$ cat config.mk
export PLATFORM = sky130hd
export DESIGN_NAME = coord_entry_handler
export DESIGN_NICKNAME = d
export VERILOG_FILES = /design/src/rtl/coord_entry_handler.sv
export SDC_FILE = /design/constraint.sdc
export NUM_CORES = 1
export LEC_CHECK = 0
export BUFFER_PORTS_ARGS = -buffer_cell sky130_fd_sc_hd__buf_2
export CAP_MARGIN = 10
export CORE_ASPECT_RATIO = 0.5
export CORE_MARGIN = 2
export CORE_UTILIZATION = 62
export DETAILED_ROUTE_END_ITERATION = 16
export PLACE_DENSITY_LB_ADDON = 0.25
export SLEW_MARGIN = 20
export SYNTH_ARGS = -nofsm -noshare
export SYNTH_HDL_FRONTEND = slang
export SYNTH_SLANG_ARGS = --single-unit
$ cat constraint.sdc
create_clock -name clk -period 2.4 [get_ports clk]
set_input_delay 0.24 -clock clk [delete_from_list [all_inputs] [get_ports clk]]
set_output_delay 0.24 -clock clk [all_outputs]
set_load 0.005 [all_outputs]
$ cat src/rtl/coord_entry_handler.sv
// Serial coordinate entry from three debounced active-low buttons; X then Y, submitted by activity.
// Optional range check of submitted values enabled by defining COORD_RANGE_CHECK_EN.
module coord_entry_handler #(
  parameter int COORD_W   = 4,
  parameter int DB_CYCLES = 16,
  parameter int MAX_X     = 9,
  parameter int MAX_Y     = 9
) (
  input  logic               clk,
  input  logic               reset,
  input  logic               logic_0_button,
  input  logic               logic_1_button,
  input  logic               activity_button,
  input  logic               coord_ack,
  output logic [COORD_W-1:0] x_output,
  output logic [COORD_W-1:0] y_output,
  output logic               valid_coordinate,
  output logic               entry_error,
  output logic [1:0]         entry_phase
);

  localparam int DBW = $clog2(DB_CYCLES);
  localparam int BCW = $clog2(COORD_W + 1);

  typedef enum logic [1:0] {
    ENTER_X  = 2'd0,
    ENTER_Y  = 2'd1,
    WAIT_ACT = 2'd2,
    VALID    = 2'd3
  } phase_t;

  // Button index: 0 = logic_0, 1 = logic_1, 2 = activity
  logic [2:0]     raw;
  logic [2:0]     sync1;
  logic [2:0]     sync2;
  logic [2:0]     deb;
  logic [2:0]     press;
  logic [DBW-1:0] db_cnt [3];

  assign raw = {activity_button, logic_1_button, logic_0_button};

  always_ff @(posedge clk) begin
    if (reset) begin
      sync1 <= '1;
      sync2 <= '1;
      deb   <= '1;
      press <= '0;
      for (int unsigned i = 0; i < 3; i++) db_cnt[i] <= '0;
    end else begin
      sync1 <= raw;
      sync2 <= sync1;
      for (int unsigned i = 0; i < 3; i++) begin
        press[i] <= 1'b0;
        // Any cycle where the synchronised level matches the debounced one restarts the count
        if (sync2[i] != deb[i]) begin
          if (db_cnt[i] == DBW'(DB_CYCLES - 1)) begin
            deb[i]    <= sync2[i];
            db_cnt[i] <= '0;
            press[i]  <= ~sync2[i];
          end else begin
            db_cnt[i] <= db_cnt[i] + DBW'(1);
          end
        end else begin
          db_cnt[i] <= '0;
        end
      end
    end
  end

  phase_t             state;
  logic [COORD_W-1:0] x_reg;
  logic [COORD_W-1:0] y_reg;
  logic [BCW-1:0]     bit_cnt;
  logic               valid_reg;
  logic               err_reg;
  logic               bit_press;
  logic               bit_val;
  logic               act_press;
  logic               reject;

  // Simultaneous bit presses cancel each other
  assign bit_press = press[0] ^ press[1];
  assign bit_val   = press[1];
  assign act_press = press[2];

`ifdef COORD_RANGE_CHECK_EN
  localparam logic [COORD_W-1:0] MAX_X_L = COORD_W'(MAX_X);
  localparam logic [COORD_W-1:0] MAX_Y_L = COORD_W'(MAX_Y);
  assign reject = (x_reg > MAX_X_L) || (y_reg > MAX_Y_L);
`else
  assign reject = 1'b0;
`endif

  always_ff @(posedge clk) begin
    if (reset) begin
      state     <= ENTER_X;
      x_reg     <= '0;
      y_reg     <= '0;
      bit_cnt   <= '0;
      valid_reg <= 1'b0;
      err_reg   <= 1'b0;
    end else begin
      err_reg <= 1'b0;
      case (state)
        ENTER_X, ENTER_Y: begin
          // In ENTER_Y the X bits already count as entered, so a submission there is always an error
          if (act_press && (state == ENTER_Y || bit_cnt != '0)) begin
            err_reg <= 1'b1;
            x_reg   <= '0;
            y_reg   <= '0;
            bit_cnt <= '0;
            state   <= ENTER_X;
          end else if (bit_press) begin
            if (state == ENTER_X) x_reg <= {bit_val, x_reg[COORD_W-1:1]};
            else                  y_reg <= {bit_val, y_reg[COORD_W-1:1]};
            if (bit_cnt == BCW'(COORD_W - 1)) begin
              bit_cnt <= '0;
              state   <= (state == ENTER_X) ? ENTER_Y : WAIT_ACT;
            end else begin
              bit_cnt <= bit_cnt + BCW'(1);
            end
          end
        end
        WAIT_ACT: begin
          if (act_press) begin
            if (reject) begin
              err_reg <= 1'b1;
              x_reg   <= '0;
              y_reg   <= '0;
              bit_cnt <= '0;
              state   <= ENTER_X;
            end else begin
              valid_reg <= 1'b1;
              state     <= VALID;
            end
          end
        end
        VALID: begin
          if (coord_ack) begin
            valid_reg <= 1'b0;
            x_reg     <= '0;
            y_reg     <= '0;
            bit_cnt   <= '0;
            state     <= ENTER_X;
          end
        end
        default: state <= ENTER_X;
      endcase
    end
  end

  assign x_output         = x_reg;
  assign y_output         = y_reg;
  assign valid_coordinate = valid_reg;
  assign entry_error      = err_reg;
  assign entry_phase      = state;

endmodule

# Word level (Yosys, flattened, before mapping)
# Memory sizes are Yosys's and may differ from the RTL's.
# Index checks and enable logic that the tools add are counted.
totals:
  regBits: 27
  ramBits: 12
  inputBits: 6
  out_inout_bits: 12
  wordCells: 143
  n_memories: 1
op_classes:
  n_addsub: 4
  eq_ne: 16
  muxes: 69
  n_bitwise: 21
  reduce_logical: 18
mem_list:
  columns: ["name", "depth", "width", "read_ports", "rd_ports_with_merged_regs", "write_ports", "line", "rtl"]
  rows:
  - ["db_cnt", 3, 4, 3, 0, 3, "38", "logic [DBW-1:0] db_cnt [3];"]
ops:
  columns: ["op", "count"]
  rows:
  - ["two-way mux 4 bit", 16]
  - ["two-way mux 1 bit", 38]
  - ["one-hot mux 4 bit (2 select lines)", 2]
  - ["adder 4 x 1 -> 4 bit, second input constant", 3]
  - ["== test 4 bit, second input constant", 3]
  - ["two-way mux 2 bit", 6]
  - ["two-way mux 3 bit", 4]
  - ["inequality test 3 bit, second input constant", 4]
  - ["AND reduction 4 bit", 3]
  - ["NOT 1 bit", 11]
  - ["OR 1 bit", 9]
  - ["OR reduction 3 bit", 3]
  - ["one-hot mux 2 bit (3 select lines)", 1]
  - ["one-hot mux 3 bit (2 select lines)", 1]
  - ["AND reduction 2 bit", 3]
  - ["AND reduction 3 bit", 2]
  - ["== test 2 bit, second input constant", 2]
  - ["inequality test 2 bit, second input constant", 2]
  - ["OR reduction 2 bit", 2]
  - ["adder 3 x 1 -> 3 bit, second input constant", 1]
  - ["== test 3 x 2 -> 1 bit, second input constant", 1]
  - ["inequality test 1 bit", 3]
  - ["nonzero test 3 bit", 1]
  - ["== test 2 x 1 -> 1 bit, second input constant", 1]
  - ["other kinds (6)", 6]

# Longest topological paths before layout
# Gate-level depths: netlist (run 1).
# An unclocked memory read counts as a cell.
logic_depth:
  word_depth: 9
  depth_mapped: 6
  ltp_nobuf: 6

# Worst setup path before layout (run 1)
# Ideal clock, no wire load.
synth_timing:
  kind: "register to register"
  startpoint: "reg bit_cnt[0]"
  endpoint: "reg state[0], in the netlist entry_phase[0]"
  setup_time_ns: 0.123
  t_arrival_ns: 1.386
  required_time_ns: 2.277
  path_slack_ns: 0.891
  path_stages_with_launch: 6
  path_buffers: 0
  period_less_slack_ns: 1.509
  path_cell_list: "dfxtp_1 -> ha_1 -> nor2b_1 -> and2_1 -> a221oi_2 -> mux2_1"
synth_via:
  elab_chain_len: 5
  elab_cells_between_ends: 9
  classes_between: "eq/ne: 3; mux: 2; reduce/logical: 4"
synth_rtl:
  columns: ["element", "line", "rtl"]
  rows:
  - ["start, declared", "73", "logic [BCW-1:0] bit_cnt;"]
  - ["start signal, assigned", "120", "bit_cnt <= bit_cnt + BCW'(1);"]
  - ["nonzero test 3 bit", "107", "if (act_press && (state == ENTER_Y || bit_cnt != '0)) begin"]
  - ["logical OR 1 bit", "107", null]
  - ["logical AND 1 bit", "107", null]
  - ["inequality test 3 bit (no source line) / two-way mux 2 bit (equally long branches)", null, null]
  - ["AND reduction 4 bit (no source line) / one-hot mux 2 bit (3 select lines) (equally long branches)", null, null]
  - ["end signal, assigned", "118", "state <= (state == ENTER_X) ? ENTER_Y : WAIT_ACT;"]
  - ["end, declared", "70", "phase_t state;"]
# Parallel ways exist; a longest one is shown, timed or not.
# A chain may end at the register's enable or synchronous reset.

# Final worst setup path (run 1)
# Same ends and word-level chain as after synthesis.

==> impl_results.md, run 1 <==
- Outcome: finished clean
- Crit path required time: 2580 ps
- Critical Path Source Type: flop
- Leakage: 0.878 nW
- Overflow after GRT: 0
- Initial antenna violation count: 0
- Total CTS buffers: 5
- Via count: 1232
- CTS tree: done
- Share of cells above drive strength 1: 19.5%
- # resized after CTS: 0
- Pwr dens: 652 nW/um^2
- DR DRC count: 0
- Sw Pwr: 0.000257 W
- Clk pin slew, worst setup/hold paths: 80 ps
- CP max-delay cell: dfxtp_1
- Xor/xnor share of the synthesized area: 5.29%
- RSZ-0062 raised after global routing: no
- Area Growth Syn to Fin: 14.2%
- Wire length after detailed routing: 2.91 mm
- Fin nets: 210
- Die ar.: 3370 um^2
- CP Class: flop to flop
- Max Freq: 621 MHz
- H-tree depth: 2
- Post-route cell area: 2050 um^2
- Fill count: 182
- Final setup fails: 0
- Final HPWL DP: 2.02 mm
- CP Capture Type: flop
- FP Rows: 13
- Period utilization: 67.1%
- Largest family of logic cells by synthesized area: simple AND/OR/NAND/NOR gates
- Sw frac: 19.2%
- Combinational share of power: 3.0%
- CTS root buffer: clkbuf_8
- Clock skew: 10.9 ps
- Post-Syn Area: 1800 um^2
- Worst skew pair latency: 290 ps
- Initial Utilization: 67.4%
- Critical Path AT: 1790 ps
- Inserted Diodes: 0
- Gate count after technology mapping: 171
- GRT Util Overall: 18.5%
- FF-to-FF setup slack: 790 ps
- Relative slew slack: 59.1%
- Post-Place Cell Area: 1930 um^2
- Largest net degree at the start of global routing: 24
- Clk buf depth: 2
- Worst-path cell chain: ha_1 -> nor2b_1 -> and2_1 -> a221oi_2 -> mux2_1
- Final Slew Violations: 0
- Final Hold Viols: 0
- Ys Warns: 0
- Number of port buffers: 17
- Sequential fraction of the synthesis area: 50.1%
- Critical Path Fanout Max: 4
- Synthesized area per cell: 10.5 um^2
- Drt wl/cell: 12.3 um
- HP Class: input port to flop
- Vias per cell: 5.20
- Fin util: 77.0%
- Cell variety after synth: 40
- Area of the core: 2670 um^2
- Max-cap violations: 0
- TritonCTS Sinks: 39
- Initial DRC count: 66
- Pre-antenna DRT Iters: 4
- Die H: 42.1 um
- Synth Area in Compound Gates: 8.97%
- Post-DRT Antenna Nets: 0
- Multiplexer share of the synthesized area: 6.75%
- FF/Latch Area: 901 um^2
- Min cycle time layout: 1610 ps
- Post-synthesis simple-gate area fraction: 21.9%
- Die W: 80.2 um
- Reg power frac: 52.4%
- First-pass GRT wire length: 4.75 mm
- Slew @ Worst Pin: 613 ps
- VDD IR max: 0.428 mV
- #FFs+latches synth: 39
- I/O Pins: 18
- Critical Path Max Stage Delay: 340 ps
- Internal power: 0.00108 W
- Synth Area in Adders: 3.48%
- Multi-input gate area: 880 um^2
- Placer's final routability congestion estimate: 0.829
- Total negative slack: 0 ps
- Clk pwr share: 44.6%
- Setup bufs post-CTS: 0
- Hold-fix buffers, CTS: 0
- Vias in the first global route: 1102
[critical path, delay by kind of cell, from the launching register on]
family	cells	cell delay [ps]
adder cells (fa/ha/maj)	1	220
multiplexers	1	340
AND/OR/NAND/NOR	2	330
flip-flops	1	340
AO/OA/AOI/OAI	1	270
[worst paths after layout]
check                       from              to  depth (start not counted)
setup / recovery      bit_cnt[0]  entry_phase[0]                          5
hold / removal    logic_1_button        sync1[1]                          2
setup reg to reg      bit_cnt[0]  entry_phase[0]                          5
hold reg to reg         sync1[0]        sync2[0]                          1
[cells by family after synthesis]
group                    count (synthesis)
AO/OA/AOI/OAI                           18
XOR/XNOR                                10
adder cells (fa/ha/maj)                  5
buffers and inverters                   11
flip-flops                              39
multiplexers                            12
other                                    1
AND/OR/NAND/NOR                         75
[power by group through the flow]
stage | registers, W | clock network [W] | logic, W
after global routing | 0.000703 | 0.000641 | 0.0000464
after floorplan | 0.000714 | 0 | 0.0000309
after global placement | 0.000716 | 0 | 0.0000380
after CTS | 0.000701 | 0.000611 | 0.0000402
final | 0.000702 | 0.000598 | 0.0000403
after detailed placement | 0.000717 | 0 | 0.0000400
[cells in the final DEF, fill, tap and decap left out, drive strengths merged, types with 5 or more instances in the layout]
master	count
clkbuf	7
mux2i	11
buf	17
xnor2	6
ha	5
or2	6
dfxtp	27
nor2	15
conb	12
nand3	13
edfxtp	12
nor2b	5
nand2	18
[Yosys cell counts, drive strengths merged]
master  instances  share of area (%)
a211oi          1               0.42
a21boi          1               0.63
a21oi           4                1.7
a221oi          1               0.83
a41o            2                1.1
and2            1               0.35
and2b           1               0.42
and3            3                1.0
and4            2               0.97
buf             3                1.7
clkbuf          4               0.83
conb            1               0.21
dfxtp          27                 30
edfxtp         12                 20
ha              5                3.5
inv             4               0.83
mux2            1               0.63
mux2i          11                6.1
nand2          18                3.8
nand2b          4                2.2
nand3          13                3.6
nor2           15                3.1
nor2b           5                1.7
nor3            4                1.1
nor4b           3                1.5
o211a           1               0.56
o211ai          1               0.42
o21a            2               0.83
o21ai           4                1.3
o221a           1                1.1
or2             6                2.1
xnor2           6                2.9
xor2            4                2.4
[routing by layer]
layer	up-vias	share of wire, %	GRT usage (%)	routed length [um]
li1	639	-	-	-
met1	573	50	24.5	1450
met2	18	46	28.8	1330
met3	2	3.6	6.47	106
met4	0	0.48	5.42	14
met5	-	0	0	0
[per-stage QoR]
| stage | setup WS, ps | instances | hold slack (ps) | power (W) |
|---|---|---|---|---|
| floorplan | 891 | 182 | 344 | 0.000745 |
| global placement | 865 | 229 | 394 | 0.000754 |
| detailed placement | 803 | 229 | 393 | 0.000757 |
| CTS | 778 | 237 | 128 | 0.00135 |
| global route | 701 | 237 | 123 | 0.00139 |
| finish | 791 | 237 | 134 | 0.00134 |
[sequential cells by signal (all words and copies together), names as in the netlist]
register	cells
deb	3
entry_error	1
x_output	4
sync2	3
valid_coordinate	1
bit_cnt	3
entry_phase	2
press	3
db_cnt	12
y_output	4
sync1	3
[layout make-up]
cell class                      instances  area share, %
Sequential cell                        39           43.8
Inverter                                4          0.731
Clock inverter                          1           1.46
Multi-Input combinational cell        132           42.8
Clock buffer                            7           4.75
Tap cell                               37           2.25
Timing Repair Buffer                   17           4.14
Note: power is estimated with default switching activity, not from simulation.
==> run 2: changes to the inputs <==
--- a/config.mk
+++ b/config.mk
@@ -9,7 +9,7 @@
 export CAP_MARGIN = 10
 export CORE_ASPECT_RATIO = 0.5
 export CORE_MARGIN = 2
-export CORE_UTILIZATION = 62
+export CORE_UTILIZATION = 57
 export DETAILED_ROUTE_END_ITERATION = 16
 export PLACE_DENSITY_LB_ADDON = 0.25
 export SLEW_MARGIN = 20
==> constraint.sdc (replaced) <==
create_clock -name clk -period 1.58 [get_ports clk]
set_input_delay 0.158 -clock clk [delete_from_list [all_inputs] [get_ports clk]]
set_output_delay 0.158 -clock clk [all_outputs]
set_load 0.005 [all_outputs]
==> run 2 against run 1 <==
Effect of this change:
- global-route usage grew 0.65 points
- combinational power rose by 64%
- via count rose by 2.4%
- power up 38%
- maximum frequency is 6.9% higher
- die area up 8.1%
- sequential share of layout area decreased by 1.3 points
- non-clock buffer count up 9
- critical path depth stayed put
- clock skew is 5.4 ps lower
- final cell count increased by 5.1%
- critical endpoint unchanged
- largest power group unchanged
==> impl_results.md, run 2 (synthesis gave the netlist of run 1 again) <==
- HP Class: input port to flop (unchanged)
- Final HPWL DP: 2.26 mm (was 2.02 mm)
- Clk pin slew, worst setup/hold paths: 80 ps (about the same)
- Min cycle time layout: 1510 ps (was 1610 ps)
- Hold Path Stages: 2 (unchanged)
- Die H: 43.7 um (was 42.1 um)
- Largest reg by FF count: db_cnt (unchanged)
- VDD IR max: 0.786 mV (was 0.428 mV)
- Max FFs per register: 12 (unchanged)
- Pre-antenna DRT Iters: 4 (unchanged)
- Total negative slack: 0 ps (unchanged)
- Vias in the first global route: 1234 (was 1102)
- Drt wl/cell: 12.6 um (was 12.3 um)
- Max-cap violations: 0 (unchanged)
- Post-Place Cell Area: 1980 um^2 (was 1930 um^2)
- Die ar.: 3650 um^2 (was 3370 um^2)
- Final setup fails: 0 (unchanged)
- CP Class: flop to flop (unchanged)
- Post-DRT Antenna Nets: 0 (unchanged)
- Total CTS buffers: 5 (unchanged)
- Via count: 1262 (was 1232)
- CTS tree: done (unchanged)
- Worst skew pair latency: 290 ps (about the same)
- Initial Utilization: 59.7% (was 67.4%)
- Post-route cell area: 2120 um^2 (was 2050 um^2)
- FF-to-FF setup slack: 70 ps (was 790 ps)
- Final hold slack: 42.6 ps (was 134 ps)
- Vias per cell: 5.07 (was 5.20)
- Inst Count DP: 239 (was 229)
- Fill count: 223 (was 182)
- Final WS setup: 74.5 ps (was 791 ps)
- H-tree depth: 2 (unchanged)
- Worst reg2reg endpoint: entry_phase[0] (unchanged)
- Number of port buffers: 17 (unchanged)
- Largest net degree at the start of global routing: 21 (was 24)
- GRT Util Overall: 19.2% (was 18.5%)
- Post-route insts no fill: 249 (was 237)
- Hold Path Origin: logic_1_button (unchanged)
- CTS root buffer: clkbuf_8 (unchanged)
- Hold-fix buffers, CTS: 0 (unchanged)
- Placer's final routability congestion estimate: 0.820 (was 0.829)
- Crit path required time: 1760 ps (was 2580 ps)
- Final Hold Viols: 0 (unchanged)
- Die W: 83.5 um (was 80.2 um)
- Inserted Diodes: 0 (unchanged)
- Initial DRC count: 61 (was 66)
- CP Capture Type: flop (unchanged)
- Area Growth Syn to Fin: 18.0% (was 14.2%)
- R2R cell count: 5 (unchanged)
- DR DRC count: 0 (unchanged)
- Min-Delay Endpoint: sync1[1] (unchanged)
- Fin nets: 219 (was 210)
- Reg2reg start: bit_cnt[0] (unchanged)
- Initial antenna violation count: 0 (unchanged)
- Final Slew Violations: 0 (unchanged)
- Period utilization: 95.3% (was 67.1%)
- First-pass GRT wire length: 5.34 mm (was 4.75 mm)
- Critical Path Fanout Max: 4 (unchanged)
- Clock skew: 5.49 ps (was 10.9 ps)
- I/O Pins: 18 (unchanged)
- Outcome: finished clean (unchanged)
- DP Worst Slack: 12.8 ps (was 803 ps)
- Share of cells above drive strength 1: 28.2% (was 19.5%)
- Critical Path AT: 1690 ps (was 1790 ps)
- Area of the core: 3010 um^2 (was 2670 um^2)
- Overflow after GRT: 0 (unchanged)
- Clk buf depth: 2 (unchanged)
- Max Freq: 664 MHz (was 621 MHz)
- Pwr dens: 872 nW/um^2 (was 652 nW/um^2)
- Wire length after detailed routing: 3.14 mm (was 2.91 mm)
- FP Rows: 14 (was 13)
- Most frequent cells in the layout: dfxtp_1 (25), nand2_1 (18), buf_2 (17), nor2_1 (15), nand3_1 (13) (was dfxtp_1 (27), nand2_1 (18), buf_2 (17), nor2_1 (15), nand3_1 (13))
- Critical Path Source Type: flop (unchanged)
- Leakage: 0.921 nW (was 0.878 nW)
- RSZ-0062 raised after global routing: yes (was no)
- TritonCTS Sinks: 39 (unchanged)
- Commonest non-fill, non-tap cell in the layout: dfxtp_1 (unchanged)
## run 2: critical path, stage by stage, from the launching register on
cell and delay (ps):
dfxtp_2 340, ha_2 180, nor2b_1 130, and2_1 150, a221oi_2 270, mux2_4 330
## run 2: report_power, final
part | total (W) | internal (W) | switching (W) | leakage, nW
clock | 0.000720 | 0.000356 | 0.000363 | 0.0474
sequential | 0.00107 | 0.00105 | 0.0000139 | 0.344
combinational | 0.0000659 | 0.0000280 | 0.0000379 | 0.530
total | 0.00185 | 0.00144 | 0.000415 | 0.921
## run 2: metrics by stage
stage | power, W | util, %
after detailed placement | 0.00115 | 65.8
after floorplan | 0.00113 | -
after global routing | 0.00191 | 70.5
final | 0.00185 | 70.5
after global placement | 0.00115 | 65.8
after CTS | 0.00186 | 69.2
## run 2: metal layers
layer,up-vias,GRT usage [%],wire length (um)
li1,656,-,-
met3,7,6.29,119
met4,0,8.06,60
met1,579,22.5,1540
met2,20,33.5,1430
met5,-,0,0
## run 2: how the worst max path moves through the flow
stage | start | end | slack [ps] | cells after the start
final | bit_cnt[0] | entry_phase[0] | 70 | 5
after floorplan | bit_cnt[0] | entry_phase[0] | 70 | 5
after detailed placement | bit_cnt[0] | entry_phase[0] | 10 | 5
after global placement | bit_cnt[0] | entry_phase[0] | 50 | 5
after CTS | bit_cnt[0] | entry_phase[0] | 3 | 5
after global routing | bit_cnt[1] | entry_phase[0] | -30 | 6
## run 2: final cells by class
cell class              instances  area (um^2)  area share (%)
clock buffers                   6         82.6            3.89
clock inverters                 2         16.3           0.766
inverters                       4         15.0           0.707
multi-input cells             132          903            42.5
flip-flops and latches         39          903            42.5
well taps                      40         50.0            2.36
repair buffers                 26          153            7.19
## run 2: timing repair
action | in CTS | in global routing
setup endpoints to repair | 1 | 9
buffers inserted | 0 | 2
gates resized for setup | 1 | 10
pin swaps | 0 | 5
==> run 3: changes to the inputs <==
--- a/config.mk
+++ b/config.mk
@@ -9,7 +9,8 @@
 export CAP_MARGIN = 10
 export CORE_ASPECT_RATIO = 0.5
 export CORE_MARGIN = 2
-export CORE_UTILIZATION = 57
+export CORE_UTILIZATION = 60
+export CTS_BUF_LIST = sky130_fd_sc_hd__clkbuf_4 sky130_fd_sc_hd__clkbuf_8
 export DETAILED_ROUTE_END_ITERATION = 16
 export PLACE_DENSITY_LB_ADDON = 0.25
 export SLEW_MARGIN = 20
==> run 3 against run 2 <==
Effect of this change:
- via count shrank 0.16%
- setup slack gained 26 ps
- sequential power is essentially flat
- non-clock buffer count shrank 2
- sequential share of layout area grew 0.32 points
- die area shrank 4.7%
- sequential cell count is the same
==> impl_results.md, run 3 (synthesis gave the netlist of run 1 again) <==
- Outcome: finished clean (unchanged)
- Bufs and invs on worst path: 0 (unchanged)
- Final setup fails: 0 (unchanged)
- GRT Util Overall: 21.7% (was 19.2%)
- HP Class: input port to flop (unchanged)
- Die H: 42.7 um (was 43.7 um)
- Final Slew Violations: 0 (unchanged)
- Wire length after detailed routing: 3.26 mm (was 3.14 mm)
- Area Growth Syn to Fin: 17.5% (was 18.0%)
- FF/Latch Area: 906 um^2 (was 903 um^2)
- Min cycle time layout: 1480 ps (was 1510 ps)
- Via count: 1260 (was 1262)
- Final Hold Viols: 0 (unchanged)
- Total CTS buffers: 5 (unchanged)
- Placer's final routability congestion estimate: 0.805 (was 0.820)
- Area of the core: 2720 um^2 (was 3010 um^2)
- Max-cap violations: 0 (unchanged)
- H-tree depth: 2 (unchanged)
- Worst skew pair latency: 300 ps (was 290 ps)
- FP Rows: 13 (was 14)
- VDD IR max: 0.694 mV (was 0.786 mV)
- CTS tree: done (unchanged)
- Post-DRT Antenna Nets: 0 (unchanged)
- Clk buf depth: 2 (unchanged)
- DR DRC count: 0 (unchanged)
- RSZ-0062 raised after global routing: no (was yes)
- TritonCTS Sinks: 39 (unchanged)
- Critical Path AT: 1670 ps (was 1690 ps)
- Initial Utilization: 66.2% (was 59.7%)
- Final hold slack: 35.5 ps (was 42.6 ps)
- Commonest non-fill, non-tap cell in the layout: dfxtp_1 (unchanged)
- Period utilization: 93.6% (was 95.3%)
- Share of cells above drive strength 1: 27.1% (was 28.2%)
- Initial DRC count: 57 (was 61)
- Max FFs per register: 12 (unchanged)
- Worst-path cell chain: ha_4 -> nor2b_1 -> and2_1 -> a221oi_2 -> mux2_1 (was ha_2 -> nor2b_1 -> and2_1 -> a221oi_2 -> mux2_4)
- Most frequent cells in the layout: dfxtp_1 (25), nand2_1 (18), buf_2 (17), nor2_1 (15), nand3_1 (13) (unchanged)
- Largest net degree at the start of global routing: 21 (unchanged)
- Pre-antenna DRT Iters: 5 (was 4)
- Hold-fix buffers, CTS: 0 (unchanged)
- Clock skew: 5.34 ps (was 5.49 ps)
- Pwr dens: 857 nW/um^2 (was 872 nW/um^2)
- Initial antenna violation count: 0 (unchanged)
- Largest reg by FF count: db_cnt (unchanged)
- Vias per cell: 5.16 (was 5.07)
- Crit path required time: 1770 ps (was 1760 ps)
- Inserted Diodes: 0 (unchanged)
- Number of port buffers: 17 (unchanged)
- CP Capture Type: flop (unchanged)
- CTS root buffer: clkbuf_8 (unchanged)
- I/O Pins: 18 (unchanged)
- Die ar.: 3480 um^2 (was 3650 um^2)
- Clk pin slew, worst setup/hold paths: 80 ps (about the same)
- Fill count: 177 (was 223)
- Overflow after GRT: 0 (unchanged)
- Critical Path Fanout Max: 3 (was 4)
- Total negative slack: 0 ps (unchanged)
- Vias in the first global route: 1201 (was 1234)
- Drt wl/cell: 13.3 um (was 12.6 um)
- Setup bufs post-CTS: 0 (unchanged)
- Final HPWL DP: 2.29 mm (was 2.26 mm)
- Max Freq: 676 MHz (was 664 MHz)
- CP Class: flop to flop (unchanged)
- Leakage: 0.910 nW (was 0.921 nW)
- Die W: 81.4 um (was 83.5 um)
- Multi-input gate area: 920 um^2 (was 903 um^2)
- Fin nets: 217 (was 219)
- Critical Path Source Type: flop (unchanged)
- First-pass GRT wire length: 5.45 mm (was 5.34 mm)
- CP max-delay cell: dfxtp_4 (was dfxtp_2)
- Critical Path Max Stage Delay: 360 ps (was 340 ps)
- Cell family with most CP delay: flip-flops (unchanged)
## run 3: path summary, 6_finish.rpt
check / startpoint / endpoint / slack, ps / cells past startpoint
worst max-delay path: bit_cnt[1] / entry_phase[0] / 100 / 5
worst min-delay path: logic_0_button / sync1[0] / 40 / 2
worst max register to register: bit_cnt[1] / entry_phase[0] / 100 / 5
worst min register to register: sync1[0] / sync2[0] / 410 / 1
## run 3: cell type report
class / count / share of cell area [%]
inverters: 4 / 0.710
clock buffers: 6 / 3.61
multi-input cells: 132 / 43.5
repair buffers: 24 / 6.51
clock inverters: 2 / 0.592
flip-flops and latches: 39 / 42.9
well taps: 37 / 2.19
## run 3: worst register-to-register path, cell delays in order (launching register included)
cell and delay (ps):
dfxtp_4 360, ha_4 150, nor2b_1 130, and2_1 150, a221oi_2 240, mux2_1 340
## run 3: repair_timing
item,in CTS,in global routing
resized for setup,1,12
pin swaps,1,4
endpoints found under the setup margin,1,9
## run 3: layer usage
metal	vias to the layer above	share of wire (%)	wire [um]	global-route usage, %
met5	-	0	0	0
met4	0	1.4	44	11.5
met3	5	4.0	129	7.45
met2	26	46	1510	33.4
met1	577	48	1570	27.1
li1	652	-	-	-
## run 3: stage by stage
stage	power (W)	instance area [um^2]	utilization [%]	instances	worst slack, ps
2_1_floorplan	0.00113	1840	-	182	70.5
3_3_place_gp	0.00115	1980	72.9	236	57.3
3_5_place_dp	0.00115	1980	72.9	236	29.6
4_1_cts	0.00183	2070	76.2	244	15.1
5_1_grt	0.00189	2110	77.8	244	4.50
6_report	0.00181	2110	77.8	244	100
## run 3: report_power, final
part	switching (W)	internal, W	total, W
sequential	0.0000145	0.00105	0.00106
clock	0.000356	0.000325	0.000681
combinational	0.0000383	0.0000279	0.0000663
total	0.000408	0.00140	0.00181
